$ cat src/rtl/fifo_rdstream_pkg.sv
// Shared definitions for FIFO read-side controllers.
// State encodings are common to every sibling controller.
package fifo_rdstream_pkg;

   typedef enum logic [1:0] {
      ST_IDLE = 2'd0,
      ST_RUN  = 2'd1,
      ST_DONE = 2'd2
   } rd_state_e;

   localparam int unsigned SKID_DEPTH = 2;

endpackage

$ cat src/rtl/rdstream_skid2.sv
// Two-entry in-order output buffer.
// Entry 0 is always the oldest word.
module rdstream_skid2 #(
   parameter int WIDTH = 8
) (
   input  logic             clk,
   input  logic             rst_,
   input  logic             push_i,
   input  logic [WIDTH-1:0] din_i,
   input  logic             pop_i,
   output logic [WIDTH-1:0] dout_o,
   output logic [1:0]       occ_o
);

   logic [WIDTH-1:0] e0_q, e0_d;
   logic [WIDTH-1:0] e1_q, e1_d;
   logic [1:0]       occ_q, occ_d;
   logic             pop_ok;
   logic             push_ok;

   assign pop_ok  = pop_i && (occ_q != 2'd0);
   assign push_ok = push_i && ((occ_q != 2'd2) || pop_ok);

   always_comb begin
      e0_d  = e0_q;
      e1_d  = e1_q;
      occ_d = occ_q;
      unique case ({push_ok, pop_ok})
         2'b11: begin
            if (occ_q == 2'd2) begin
               e0_d = e1_q;
               e1_d = din_i;
            end else begin
               e0_d = din_i;
            end
         end
         2'b10: begin
            if (occ_q == 2'd0) e0_d = din_i;
            else               e1_d = din_i;
            occ_d = occ_q + 2'd1;
         end
         2'b01: begin
            e0_d  = e1_q;
            occ_d = occ_q - 2'd1;
         end
         default: ;
      endcase
   end

   always_ff @(posedge clk or negedge rst_) begin
      if (!rst_) begin
         e0_q  <= '0;
         e1_q  <= '0;
         occ_q <= 2'd0;
      end else begin
         e0_q  <= e0_d;
         e1_q  <= e1_d;
         occ_q <= occ_d;
      end
   end

   assign dout_o = e0_q;
   assign occ_o  = occ_q;

endmodule

$ cat src/rtl/fifo_rdstream.sv
// Streams rdnum words from a 1-cycle-latency FIFO
// to a valid/ready sink through a 2-entry buffer.
module fifo_rdstream
   import fifo_rdstream_pkg::*;
#(
   parameter int WIDTH  = 8,
   parameter int CNTBIT = 8
) (
   input  logic              clk,
   input  logic              rst_,
   input  logic              start,
   input  logic [CNTBIT-1:0] rdnum,
   input  logic              notempty,
   input  logic [WIDTH-1:0]  fifodout,
   output logic              fiford,
   output logic              dvalid,
   output logic [WIDTH-1:0]  ddata,
   input  logic              dready,
   output logic              busy,
   output logic              done,
   output logic [CNTBIT-1:0] delcnt
);

   rd_state_e         state_q, state_d;
   logic [CNTBIT-1:0] len_q, len_d;
   logic [CNTBIT-1:0] iss_q, iss_d;
   logic [CNTBIT-1:0] del_q, del_d;
   logic              infl_q;
   logic [1:0]        occ;
   logic              pop;
   logic [2:0]        level;

   assign dvalid = (occ != 2'd0);
   assign pop    = dvalid && dready;

   // Words that will sit in the buffer after this edge, before any new read
   assign level = {1'b0, occ} + {2'b00, infl_q} - {2'b00, pop};

   assign fiford = (state_q == ST_RUN) && notempty &&
                   (iss_q < len_q) && (level < 3'(SKID_DEPTH));

   assign busy   = (state_q != ST_IDLE);
   assign done   = (state_q == ST_DONE);
   assign delcnt = del_q;

   always_comb begin
      state_d = state_q;
      len_d   = len_q;
      iss_d   = iss_q;
      del_d   = del_q;
      if (fiford) iss_d = iss_q + CNTBIT'(1);
      if (pop)    del_d = del_q + CNTBIT'(1);
      unique case (state_q)
         ST_IDLE: begin
            if (start) begin
               len_d   = rdnum;
               iss_d   = '0;
               del_d   = '0;
               state_d = (rdnum == '0) ? ST_DONE : ST_RUN;
            end
         end
         ST_RUN: begin
            if (pop && ((del_q + CNTBIT'(1)) == len_q))
               state_d = ST_DONE;
         end
         ST_DONE: state_d = ST_IDLE;
         default: state_d = ST_IDLE;
      endcase
   end

   always_ff @(posedge clk or negedge rst_) begin
      if (!rst_) begin
         state_q <= ST_IDLE;
         len_q   <= '0;
         iss_q   <= '0;
         del_q   <= '0;
         infl_q  <= 1'b0;
      end else begin
         state_q <= state_d;
         len_q   <= len_d;
         iss_q   <= iss_d;
         del_q   <= del_d;
         infl_q  <= fiford;
      end
   end

   rdstream_skid2 #(
      .WIDTH (WIDTH)
   ) u_skid (
      .clk    (clk),
      .rst_   (rst_),
      .push_i (infl_q),
      .din_i  (fifodout),
      .pop_i  (pop),
      .dout_o (ddata),
      .occ_o  (occ)
   );

endmodule

$ cat config.mk
export PLATFORM = sky130hd
export DESIGN_NAME = fifo_rdstream
export DESIGN_NICKNAME = d
export VERILOG_FILES = /design/src/rtl/fifo_rdstream_pkg.sv /design/src/rtl/rdstream_skid2.sv /design/src/rtl/fifo_rdstream.sv
export SDC_FILE = /design/constraint.sdc
export NUM_CORES = 1
export LEC_CHECK = 0
export ABC_AREA = 1
export BUFFER_PORTS_ARGS = -buffer_cell sky130_fd_sc_hd__buf_2
export CAP_MARGIN = 15
export CORE_MARGIN = 5
export CORE_UTILIZATION = 52
export DETAILED_ROUTE_END_ITERATION = 8
export PLACE_DENSITY_LB_ADDON = 0.05
export SETUP_SLACK_MARGIN = 0.15
export SLEW_MARGIN = 20
export SYNTH_ARGS = -nofsm -noshare
export SYNTH_HDL_FRONTEND = slang
export SYNTH_HIERARCHICAL = 1
export SYNTH_SLANG_ARGS = --single-unit
$ cat constraint.sdc
create_clock -name clk -period 3 [get_ports clk]
set_input_delay 0.6 -clock clk [delete_from_list [all_inputs] [get_ports clk]]
set_output_delay 0.6 -clock clk [all_outputs]
set_load 0.005 [all_outputs]
# Yosys cells after proc, flatten, opt, wreduce, memory -nomap -nowiden
# Cells that the tools add are included.
# word_totals
reg_bits,45
latchBits,0
mem_bits_rw,0
mem_bits_ro,0
input_bits,21
out_inout_bits,20
word_cells,66
mem_count,0
# op_classes
n_addsub,6
n_mul,0
div_mod_pow,0
magnitude_cmp,2
n_eq_ne,13
shift,0
muxes,17
n_bitwise,0
reduce_logical,20
# op_table
op,count
8-bit 2-to-1 mux,10
8-bit one-hot mux with 3 select lines,1
8-bit by 1-bit adder with 8-bit output (second input constant),2
8-bit one-hot mux with 2 select lines,1
2-bit equality test (second input constant),4
8-bit equality test,1
8-bit logical NOT,1
8-bit < comparator,1
2-bit one-hot mux with 2 select lines,2
2-bit nonzero test,4
1-bit logical AND,7
2-bit 2-to-1 mux,3
2-bit by 1-bit inequality test with 1-bit output (second input constant),3
2-bit inequality test (second input constant),3
2-bit AND reduction,3
2-bit by 1-bit equality test with 1-bit output (second input constant),2
2-bit logical NOT,2
2-bit by 1-bit adder with 3-bit output,1
3-bit by 2-bit < comparator with 1-bit output (second input constant),1
3-bit AND reduction,1
3-bit nonzero test,1
3-bit by 1-bit subtractor with 3-bit output,1
2-bit by 1-bit adder with 2-bit output (second input constant),1
2-bit by 1-bit subtractor with 2-bit output (second input constant),1
1-bit logical OR,1

# Logic depth before layout (Yosys ltp)
# Gate-level depths: netlist of the first run.
# depth
word_depth,8
mapped_depth,13
depth_no_buf,12

# Hierarchy
# Netlist of the first run, hierarchy kept.
# by_module_without_submodules
module,instances,cells_each,area_per_inst_um2,seq_area_each_um2
fifo_rdstream,1,262,1856.8,675.6
rdstream_skid2,1,157,1094.8,450.4

# Least setup slack after synthesis of the first run
# No wires, ideal clock.
# synth_path
path_type,input port to output port
start,input dready
end,output fiford
t_arrival_ns,2.620
t_required_ns,2.400
path_slack_ns,-0.220
path_stages,10
n_path_buf,1
path_cell_list,o21a_1 -> clkbuf_1 -> ha_1 -> inv_1 -> nand2_1 -> fa_1 -> xor2_1 -> nor2_1 -> nand4_2 -> inv_2
# synth_between
elab_chain_cells,4
# synth_lines
item,line_no,rtl
from (decl),fifo_rdstream.sv:18,"input logic dready,"
1-bit logical AND,fifo_rdstream.sv:34,assign pop = dvalid && dready;
via pop,fifo_rdstream.sv:30,logic pop;
3-bit by 1-bit subtractor with 3-bit output,fifo_rdstream.sv:37,"assign level = {1'b0, occ} + {2'b00, infl_q} - {2'b00, pop};"
3-bit by 2-bit < comparator with 1-bit output,fifo_rdstream.sv:40,(iss_q < len_q) && (level < 3'(SKID_DEPTH));
1-bit logical AND,fifo_rdstream.sv:40,
to (decl),fifo_rdstream.sv:15,"output logic fiford,"
# The timed path passes the listed nets, and every way through them passes these cells.

# Worst setup path after layout of the first run
# layout_path
start,"register u_skid.occ_q[1], in the netlist u_skid/occ_o[1]"
end,output fiford
# layout_between
elab_chain_cells,5
word_cells_on_any_way,6
cone_classes,add/sub (2); order compare (1); reduce/logical (3)
# layout_lines
item,line_no,rtl
from (decl),rdstream_skid2.sv:17,"logic [1:0] occ_q, occ_d;"
from (signal assigned),rdstream_skid2.sv:54,occ_q <= 2'd0;
from (signal assigned),rdstream_skid2.sv:58,occ_q <= occ_d;
branches (longest 2 deep; another with 2-bit by 1-bit adder with 3-bit output),n/a,
3-bit by 1-bit subtractor with 3-bit output (*),fifo_rdstream.sv:37,
3-bit by 2-bit < comparator with 1-bit output (*),fifo_rdstream.sv:40,
1-bit logical AND (*),fifo_rdstream.sv:40,
# Every way passes the cells marked *.

==> summary.txt, run 1 <==
EDFF count, synth -> 0
total core area -> 5510 um2
WL per Instance -> 12.5 um
Routed WL -> 6830 um
setup_tns -> 0 ns
Syn Area/Cell -> 7.04 um2
Placer Congestion -> 0.875
Initial Utilization -> 53.6%
largest net degree at the start of global routing -> 28
clock latency on the worst-skew pair -> 0.30 ns
switching power -> 0.00150 W
CTS Buf Count -> 5
Synth Cell Area -> 2950 um2
Unique masters post-synth -> 38
MaxCap Viol Count -> 0
vias in the first global route -> 2476
Die Ht -> 85.3 um
CP top delay family -> adder cells
overall global routing resource usage -> 20.1%
Synth warnings -> 6
Crit path buffers/inverters -> 4
Tmin final -> 2.80 ns
post-synthesis simple-gate area fraction -> 33.3%
Rel. slew slack -> 51.3%
worst min path class -> input pin to asynchronous set/reset pin
die width -> 85.3 um
Max clock buf depth -> 2
1st-pass router iterations -> 4
register share of total power -> 31.0%
Cell Pwr Density -> 975 nW/um2
Adder-Cell Fraction of Synth Area -> 4.92%
Area growth syn-to-layout -> 18.6%
mux cell area share after synthesis -> 0%
fin nets -> 504
top_reg_cell synth -> dfrtp_1
final hold violation count -> 0
CTS tree -> yes
Worst EP required -> 2.40 ns
outcome -> finished, final reports clean
Final Slew Violations -> 0
port buffer count -> 40
H-tree depth -> 2
Synth area leader -> dfrtp_1
Yosys reg bits -> 45
sw frac -> 44.0%
cell mode on critical path -> inv_2
Post-CTS Hold Fix Bufs -> 0
Max VDD drop -> 478 uV
final antenna-violating net count -> 0
internal power -> 0.00191 W
clock root buffer -> clkbuf_8
Max Clk Rate -> 357 MHz
Clock power frac -> 16.3%
period utilisation layout -> 93.4%
Post-synth ARST share -> 100%
delay of the slowest cell on the worst path -> 0.54 ns
number of remaining DRC errors -> 0
row cnt -> 27
Cell Chain, Critical Path -> o21a_4 -> ha_4 -> inv_2 -> nand2_2 -> fa_2 -> inv_2 -> nor2_4 -> nand4_4 -> inv_2 -> buf_2
Critical Path End Type -> primary output
total power -> 0.00341 W
skew final -> 0.0118 ns
CTS Sinks -> 45
full die area -> 7280 um2
post-DP HPWL -> 5070 um
clock-pin slew on the worst setup and hold paths -> 0.09 ns
vias per inst -> 5.07
RSZ-0062 raised after global routing -> true
share of cells above drive strength 1 -> 22.2%
Critical Path Slowest Stage Cell -> fa_2
first-pass GRT wire length -> 11700 um
Final setup viols -> 0
post-synth top area share -> 38.2%
syn nets -> 451
initial antenna violation count -> 0
Crit Path Class -> flip-flop to primary output
Slew @ Worst Pin -> 0.730 ns
leak pwr -> 1.84 nW
crit-path max FO -> 2
startpoint types -> flip-flop
register area share after synthesis -> 38.2%
largest family of logic cells by synthesized area -> simple AND/OR/NAND/NOR gates
DR vias -> 2765
Syn Inst Count -> 419
xor-xnor portion of the synthesized cell area -> 1.19%
top cells by area, synth -> dfrtp_1 38%, nand2_1 10%, nor2_1 10%
# IOs -> 41
Logic pwr share -> 52.7%
Iter 0 DRT Violations -> 201
Antenna Cells -> 0
grt ovf -> 0
commonest cells after routing, fill and taps aside -> 80 x nor2_1, 80 x nand2_1, 59 x inv_1
Synth Area in Compound Gates -> 11.4%
Fill cells -> 508
Crit path arrival time -> 2.20 ns
[metrics by stage]
step | setup WS, ns | area (um2) | utilization, % | hold WS [ns] | std cells
after floorplan | 0.192 | 2970 | - | 0.304 | 419
after global placement | 0.245 | 3250 | 59.0 | 0.434 | 529
after detailed placement | 0.202 | 3250 | 59.0 | 0.437 | 529
after CTS | 0.164 | 3450 | 62.7 | 0.102 | 542
after global routing | 0.110 | 3500 | 63.6 | 0.0871 | 545
final | 0.198 | 3500 | 63.6 | 0.101 | 545
[cell type report]
type,instances,area (um2),share of cell area (%)
clock buffer,5,68.8,1.97
clock inverter,3,68.8,1.97
inverter,71,272,7.76
multi-input combinational,294,1560,44.5
sequential,45,1130,32.2
tap,72,90.1,2.57
timing repair buffer,55,313,8.94
[timing repair]
| item | in CTS | in global routing |
|---|---|---|
| setup buffers | 5 | 3 |
| pin swaps | 3 | 3 |
| gates cloned | 0 | 0 |
| setup endpoints to repair | 1 | 1 |
| endpoints found under the hold margin | 0 | 0 |
| resized for setup | 7 | 5 |
[cell families after synthesis]
kind of cell / after synthesis
adder cells (fa/ha/maj): 11
flip-flops: 45
AND/OR/NAND/NOR: 220
buffers and inverters: 80
XOR/XNOR: 4
AO/OA/AOI/OAI: 59
[cell usage after synthesis, types with 2 or more instances]
cell type  instances
nor3_2             2
ha_1              10
inv_1             62
o21ai_0           23
buf_6              2
nor2_1            81
nand2_1           81
xor2_1             3
inv_2              7
nand3_1           19
nand4_1           19
clkbuf_1           4
nand2_4            2
nand2_2            6
nor2_2             4
a21oi_1           24
o21ai_2            2
o21ai_1            2
dfrtp_1           45
buf_2              2
o211ai_1           2
[worst reg2reg max path, stage by stage, from the launching register on]
cell and delay, ns:
dfrtp_2 0.42, o21a_4 0.23, ha_4 0.21, inv_2 0.05, nand2_2 0.04, fa_2 0.54, buf_4 0.11, buf_4 0.09
nand3_1 0.08, nor3_2 0.37, nand4_1 0.15, nand2_1 0.08, nor2_1 0.04
[flip-flops by register name, indices dropped and copies added, names as in the netlist]
| name | cells |
|---|---|
| delcnt | 8 |
| iss_q | 8 |
| len_q | 8 |
| u_skid/dout_o | 8 |
| u_skid/e1_q | 8 |
| state_q | 2 |
| u_skid/occ_o | 2 |
| infl_q | 1 |
[worst paths after layout]
kind / slack (ns) / start / to / cells after the start
setup / recovery: 0.20 / u_skid/occ_o[1]$_DFFE_PN0N_ / fiford / 10
hold / removal: 0.10 / rst_ / delcnt[6]$_DFF_PN0_ / 1
setup reg to reg: 0.50 / u_skid/occ_o[1]$_DFFE_PN0N_ / iss_q[3]$_DFF_PN0_ / 12
hold reg to reg: 0.49 / iss_q[0]$_DFF_PN0_ / iss_q[0]$_DFF_PN0_ / 1
max in group asynchronous: 2.37 / rst_ / u_skid/occ_o[1]$_DFFE_PN0N_ / 2
min in group clk: 0.49 / iss_q[0]$_DFF_PN0_ / iss_q[0]$_DFF_PN0_ / 1
[power by group through the flow]
stage	registers [W]	logic [W]	clock network [W]
global route	0.00109	0.00205	0.000607
detailed placement	0.00108	0.00161	0
global placement	0.00107	0.00157	0
finish	0.00106	0.00180	0.000557
CTS	0.00106	0.00172	0.000568
floorplan	0.00107	0.00118	0
[per-layer routing]
layer,global-route usage (%),up-vias,routed length [um]
li1,-,1432,-
met1,28.8,1259,3280
met2,30.4,66,3100
met3,3.69,8,337
met4,6.62,0,113
met5,0,-,0
(Power assumes the default switching activity.)
==> run 2, diff against run 1 <==
- CORE_ASPECT_RATIO: default -> 1.75
- CORE_UTILIZATION: 52 -> 35
==> run 2 against run 1 <==
Final cell count up 3.3%. Sequential share of layout area about the same. Largest power group unchanged. Non-clock buffer count down 2. Die area up 43%.
==> summary.txt, run 2 (synthesized netlist as in run 1, its figures left out) <==
Max Clk Rate -> 359 MHz (+0.48%)
Rel. slew slack -> 53.1% (+1.7 points)
DP Cell Count -> 549 (+3.8%)
1st-pass router iterations -> 4 (unchanged)
first-pass GRT wire length -> 12200 um (+4.3%)
period utilisation layout -> 93.0% (-0.45 points)
DR vias -> 2696 (-2.5%)
die width -> 79.4 um (-6.9%)
H-tree depth -> 2 (unchanged)
full die area -> 10400 um2 (+43%)
Die Ht -> 131 um (+54%)
fin cells -> 563 (+3.3%)
initial antenna violation count -> 0 (unchanged)
clock root buffer -> clkbuf_16
worst min path class -> input pin to asynchronous set/reset pin
crit-path max FO -> 2 (unchanged)
vias in the first global route -> 2512 (+1.5%)
Crit Path Class -> flip-flop to primary output
Max clock buf depth -> 2 (unchanged)
Final Slew Violations -> 0 (unchanged)
Setup WS post-layout -> 0.211 ns (+0.0134 ns)
Tmin final -> 2.79 ns (-0.0134 ns)
post-route cell area -> 3500 um2 (about the same)
fin nets -> 502 (-0.40%)
WL per Instance -> 13.0 um (+3.4%)
MaxCap Viol Count -> 0 (unchanged)
placed instance area -> 3270 um2 (+0.77%)
total core area -> 8260 um2 (+50%)
final antenna-violating net count -> 0 (unchanged)
clock-pin slew on the worst setup and hold paths -> 0.06 ns (-0.03 ns)
vias per inst -> 4.79 (-5.6%)
area of the multi-input gates -> 1530 um2 (-2.1%)
CTS tree -> yes
CTS Buf Count -> 5 (unchanged)
Worst EP required -> 2.40 ns (about the same)
Crit path arrival time -> 2.19 ns (about the same)
leak pwr -> 1.84 nW (-0.19%)
Cell Pwr Density -> 960 nW/um2 (-1.5%)
Placer Congestion -> 0.787 (-10%)
port buffer count -> 40 (unchanged)
final hold violation count -> 0 (unchanged)
Final setup viols -> 0 (unchanged)
Max VDD drop -> 382 uV (-20%)
setup_tns -> 0 ns (unchanged)
Routed WL -> 7300 um (+6.8%)
largest net degree at the start of global routing -> 28 (unchanged)
post-DP HPWL -> 5600 um (+10%)
Post-Route Utilization -> 42.4% (-21 points)
Post-CTS Hold Fix Bufs -> 0 (unchanged)
share of cells above drive strength 1 -> 21.4% (-0.75 points)
RSZ-0062 raised after global routing -> true
Initial Utilization -> 35.7% (-18 points)
# IOs -> 41 (unchanged)
overall global routing resource usage -> 14.8% (-5.3 points)
startpoint types -> flip-flop
Iter 0 DRT Violations -> 106 (-47%)
number of remaining DRC errors -> 0 (unchanged)
CTS Sinks -> 45 (unchanged)
row cnt -> 44 (+63%)
outcome -> finished, final reports clean
skew final -> 0.00364 ns (-0.00817 ns)
clock latency on the worst-skew pair -> 0.29 ns (about the same)
commonest cells after routing, fill and taps aside -> 80 x nor2_1, 80 x nand2_1, 59 x inv_1
dpl ws -> 0.216 ns (+0.0139 ns)
grt ovf -> 0 (unchanged)
Area growth syn-to-layout -> 18.6% (about the same)
Antenna Cells -> 0 (unchanged)
Slew @ Worst Pin -> 0.704 ns (-0.0256 ns)
Fill cells -> 858 (+69%)
register area -> 1130 um2 (-0.11%)
Critical Path End Type -> primary output
[run 2: final timing paths]
kind	startpoint	endpoint	slack [ns]	cells after the start
hold / removal	rst_	u_skid/dout_o[1]$_DFFE_PN0P_	0.30	1
hold reg to reg	iss_q[0]$_DFF_PN0_	iss_q[0]$_DFF_PN0_	0.50	1
min in group clk	iss_q[0]$_DFF_PN0_	iss_q[0]$_DFF_PN0_	0.50	1
setup reg to reg	u_skid/occ_o[1]$_DFFE_PN0N_	iss_q[4]$_DFF_PN0_	0.31	16
setup / recovery	u_skid/occ_o[1]$_DFFE_PN0N_	fiford	0.21	10
max in group asynchronous	rst_	len_q[6]$_DFFE_PN0P_	1.96	2
[run 2: cell type report]
| cell class | count | area share [%] |
|---|---|---|
| repair buffers | 53 | 8.79 |
| clock buffers | 6 | 3.97 |
| flip-flops and latches | 45 | 32.2 |
| inverters | 71 | 7.76 |
| well taps | 92 | 3.29 |
| clock inverters | 2 | 0.393 |
| multi-input cells | 294 | 43.6 |
[run 2: stage by stage]
stage               hold WS [ns]  total power, W
CTS                        0.308         0.00338
detailed placement         0.496         0.00274
global placement           0.487         0.00272
global route               0.336         0.00372
floorplan                  0.304         0.00225
finish                     0.301         0.00336
[run 2: repair_timing]
action | in CTS | in global routing
cloned | 0 | 0
endpoints found under the setup margin | 1 | 9
buffers inserted | 5 | 1
pin swaps | 3 | 3
gates resized for setup | 3 | 6
[run 2: metal layers]
metal,up-vias,share of wire (%),GRT usage (%)
met1,1218,41,16.8
met4,0,1.4,4.59
met2,44,55,27.3
li1,1428,-,-
met5,-,0,0
met3,6,3.0,2.60
[run 2: power breakdown]
group,leakage [nW],switching [W],total (W),internal [W]
combinational,1.23,0.00104,0.00173,0.000682
clock,0.0768,0.000235,0.000567,0.000331
sequential,0.531,0.000209,0.00107,0.000858
[run 2: critical path, stage by stage, from the launching register on]
cell	delay [ns]
dfrtp_2	0.41
o21a_4	0.22
ha_4	0.21
inv_2	0.04
nand2_2	0.04
fa_2	0.55
inv_2	0.04
nor2_2	0.10
nand4_2	0.10
inv_2	0.09
buf_6	0.09
==> run 3, diff against run 2 <==
- ABC_AREA: 1 -> 0
==> run 3 against run 2 <==
The flow now finishes with violations (negative setup slack). Non-clock buffer count increased by 1. Routed wire length is 0.29% lower. Die area decreased by 6.2%. Sequential power grew 6%. Final cell count fell by 26%. Hold slack got worse by 0.068 ns. Global-route usage up 0.67 points. Synthesized area decreased by 6.8%. Critical path depth did not move. Sequential share of layout area is 1.7 points higher. Critical endpoint unchanged.
==> summary.txt, run 3 <==
outcome -> finished with violations
failing checks -> negative setup slack
GR Util met3 -> 2.96% (+0.36 points)
Setup WS post-layout -> -0.163 ns (-0.374 ns)
skew final -> 0.00397 ns (+0.000334 ns)
Critical Path End Type -> primary output
Iter 0 DRT Violations -> 106 (unchanged)
startpoint types -> flip-flop
register area -> 1130 um2 (unchanged)
Post-Route Utilization -> 43.6% (+1.2 points)
met2 Resource Use GR -> 28.7% (+1.4 points)
largest family of logic cells by synthesized area -> compound AO/OA/AOI/OAI gates
crit-path max FO -> 2 (unchanged)
CTS Buf Count -> 5 (unchanged)
MaxCap Viol Count -> 0 (unchanged)
internal power -> 0.00207 W (+11%)
H-tree depth -> 2 (unchanged)
CTS tree -> yes
number of remaining DRC errors -> 0 (unchanged)
Critical Path Start -> u_skid/occ_o[0]$_DFFE_PN0N_
CP top delay family -> compound AO/OA/AOI/OAI gates
final antenna-violating net count -> 0 (unchanged)
Syn Area/Cell -> 9.68 um2 (+37%)
Adder-Cell Fraction of Synth Area -> 5.28% (+0.36 points)
synth cell count leaders -> 45 x dfrtp_1, 19 x nand2_1, 19 x nor2_1
M1 GR Usage -> 17.5% (+0.70 points)
Syn Inst Count -> 284 (-32%)
FF-to-FF End -> iss_q[4]$_DFF_PN0_
Slew @ Worst Pin -> 0.864 ns (+0.160 ns)
leading cell type in the layout, fill and taps excluded -> dfrtp_1
Final setup viols -> 1 (+1)
post-route cell area -> 3320 um2 (-5.0%)
total core area -> 7620 um2 (-7.7%)
Crit Path Class -> flip-flop to primary output
Antenna Cells -> 0 (unchanged)
die width -> 77.0 um (-3.0%)
Cell Pwr Density -> 1050 nW/um2 (+9.1%)
# IOs -> 41 (unchanged)
Crit path arrival time -> 2.56 ns (+0.37 ns)
period utilisation layout -> 105% (+12 points)
post-synthesis simple-gate area fraction -> 18.3% (-15 points)
Post-CTS Hold Fix Bufs -> 0 (unchanged)
1st-pass router iterations -> 4 (unchanged)
clock latency on the worst-skew pair -> 0.29 ns (about the same)
initial antenna violation count -> 0 (unchanged)
flop2flop setup slack -> 0.08 ns (-0.23 ns)
vias per inst -> 5.53 (+15%)
worst-case reg-to-reg path depth -> 12 (-4)
switching power -> 0.00141 W (-5.3%)
delay of the slowest cell on the worst path -> 0.41 ns (-0.14 ns)
register area share after synthesis -> 40.9% (+2.8 points)
worst min path class -> input pin to asynchronous set/reset pin
top cells by area, synth -> dfrtp_1 41%, ha_1 4.5%, xnor2_1 3.8%
area of the multi-input gates -> 1540 um2 (+0.98%)
Placer Congestion -> 0.812 (+3.2%)
overall global routing resource usage -> 15.5% (+0.67 points)
Worst EP required -> 2.40 ns (about the same)
Critical Path Slowest Stage Cell -> dfrtp_1
first-pass GRT wire length -> 12100 um (-0.61%)
row cnt -> 42 (-4.5%)
Max clock buf depth -> 2 (unchanged)
top_reg_cell synth -> dfrtp_1
top-count cell post-synth -> dfrtp_1
clock root buffer -> clkbuf_16
Reg2Reg Launch Point -> u_skid/occ_o[0]$_DFFE_PN0N_
grt ovf -> 0 (unchanged)
placed instance area -> 3110 um2 (-5.0%)
RSZ-0062 raised after global routing -> true
register share of total power -> 32.6% (+0.8 points)
leak pwr -> 1.41 nW (-24%)
xor-xnor portion of the synthesized cell area -> 6.60% (+5.4 points)
Post-synth ARST share -> 100% (unchanged)
mux cell area share after synthesis -> 1.68% (+1.7 points)
largest net degree at the start of global routing -> 33 (+18%)
sw frac -> 40.5% (-3.8 points)
post-synth top area share -> 40.9% (+2.8 points)
commonest cells after routing, fill and taps aside -> 44 x dfrtp_1, 40 x buf_2, 19 x nand2_1
full die area -> 9800 um2 (-6.2%)
Synth area leader -> dfrtp_1
share of cells above drive strength 1 -> 27.0% (+5.5 points)
fin nets -> 361 (-28%)
Fill cells -> 767 (-11%)
Max VDD drop -> 417 uV (+9.1%)
port buffer count -> 40 (unchanged)
DR vias -> 2310 (-14%)
Initial Utilization -> 36.1% (+0.35 points)
Area growth syn-to-layout -> 20.9%
Unique masters post-synth -> 51 (+34%)
clock-pin slew on the worst setup and hold paths -> 0.06 ns (about the same)
vias in the first global route -> 2337 (-7.0%)
Clock power frac -> 18.9% (+2.0 points)
Cell Chain, Critical Path -> o21ai_4 -> inv_8 -> ha_4 -> nand2b_4 -> fa_2 -> xor2_2 -> a2111oi_2 -> o21ai_1 -> a21oi_2 -> buf_2
Die Ht -> 127 um (-3.2%)
Logic pwr share -> 48.5% (-2.9 points)
Synth warnings -> 6 (unchanged)
Synth Cell Area -> 2750 um2 (-6.8%)
CTS Sinks -> 45 (unchanged)
Max Clk Rate -> 316 MHz (-12%)
Yosys reg bits -> 45 (unchanged)
Crit path buffers/inverters -> 2 (-2)
post-DP HPWL -> 5280 um (-5.7%)
Synth Area in Compound Gates -> 22.2% (+11 points)
Tmin final -> 3.16 ns (+0.374 ns)
WL per Instance -> 17.4 um (+34%)
Top Usage Layer GRT -> met2
syn nets -> 316 (-30%)
Final Slew Violations -> 0 (unchanged)
EDFF count, synth -> 0 (unchanged)
final hold violation count -> 0 (unchanged)
Routed WL -> 7280 um (-0.29%)
Rel. slew slack -> 42.3% (-11 points)
## run 3: how the worst max path moves through the flow
stage                               endpoint  slack, ns  cells past startpoint
after global placement    iss_q[3]$_DFF_PN0_      -0.23                     13
after CTS                             fiford      -0.20                     10
final                                 fiford      -0.16                     10
after floorplan                       fiford      -0.15                     10
after global routing                  fiford      -0.31                     10
after detailed placement  iss_q[3]$_DFF_PN0_      -0.29                     13
## run 3: worst register-to-register path, cell delays in order, from the launching register on
cell	delay, ns
dfrtp_1	0.41
o21ai_4	0.23
inv_8	0.04
ha_4	0.20
nand2b_4	0.13
fa_2	0.35
xor2_2	0.15
a2111oi_2	0.32
o21ai_1	0.16
buf_4	0.18
a2111oi_1	0.42
xnor2_1	0.17
nor2_1	0.05
## run 3: power by group through the flow
stage | Combinational, W | Clock (W) | Sequential, W
after floorplan | 0.00122 | 0 | 0.00107
final | 0.00169 | 0.000659 | 0.00113
after CTS | 0.00169 | 0.000684 | 0.00114
after global routing | 0.00188 | 0.000710 | 0.00118
after global placement | 0.00161 | 0 | 0.00115
after detailed placement | 0.00163 | 0 | 0.00115
## run 3: layout make-up
cell class                      instances  area share (%)
Multi-Input combinational cell        208            46.4
Sequential cell                        45            33.9
Timing Repair Buffer                   54            9.30
Clock buffer                            7            4.29
Tap cell                               88            3.31
Inverter                               15            1.92
Clock inverter                          1           0.903
## run 3: stage by stage
stage	total power [W]	setup TNS (ns)	hold slack (ns)	cells	setup WS, ns
3_5_place_dp	0.00278	-1.45	0.547	407	-0.288
3_3_place_gp	0.00276	-1.29	0.545	407	-0.230
6_report	0.00348	-0.163	0.233	418	-0.163
2_1_floorplan	0.00229	-0.326	0.304	284	-0.154
4_1_cts	0.00352	-0.198	0.242	417	-0.198
5_1_grt	0.00377	-0.678	0.258	418	-0.314
## run 3: cells by family after synthesis
logic type / Yosys count
buffers and inverters: 31
muxes: 4
DFF: 45
xor gates and xnor gates: 19
AOI/OAI and AO/OA: 80
adders and majority gates: 11
and+or+nand+nor: 94
## run 3: layer usage
layer  share of wire (%)  vias up
li1                    -     1134
met1                  40     1110
met2                  55       57
met3                 4.1        9
met4                 1.7        0
met5                   0        -
## run 3: what timing repair did
action / in CTS / in global routing
pin swaps: 3 / 1
resized for setup: 4 / 1
buffers inserted: 2 / 1
setup endpoints to repair: 7 / 8
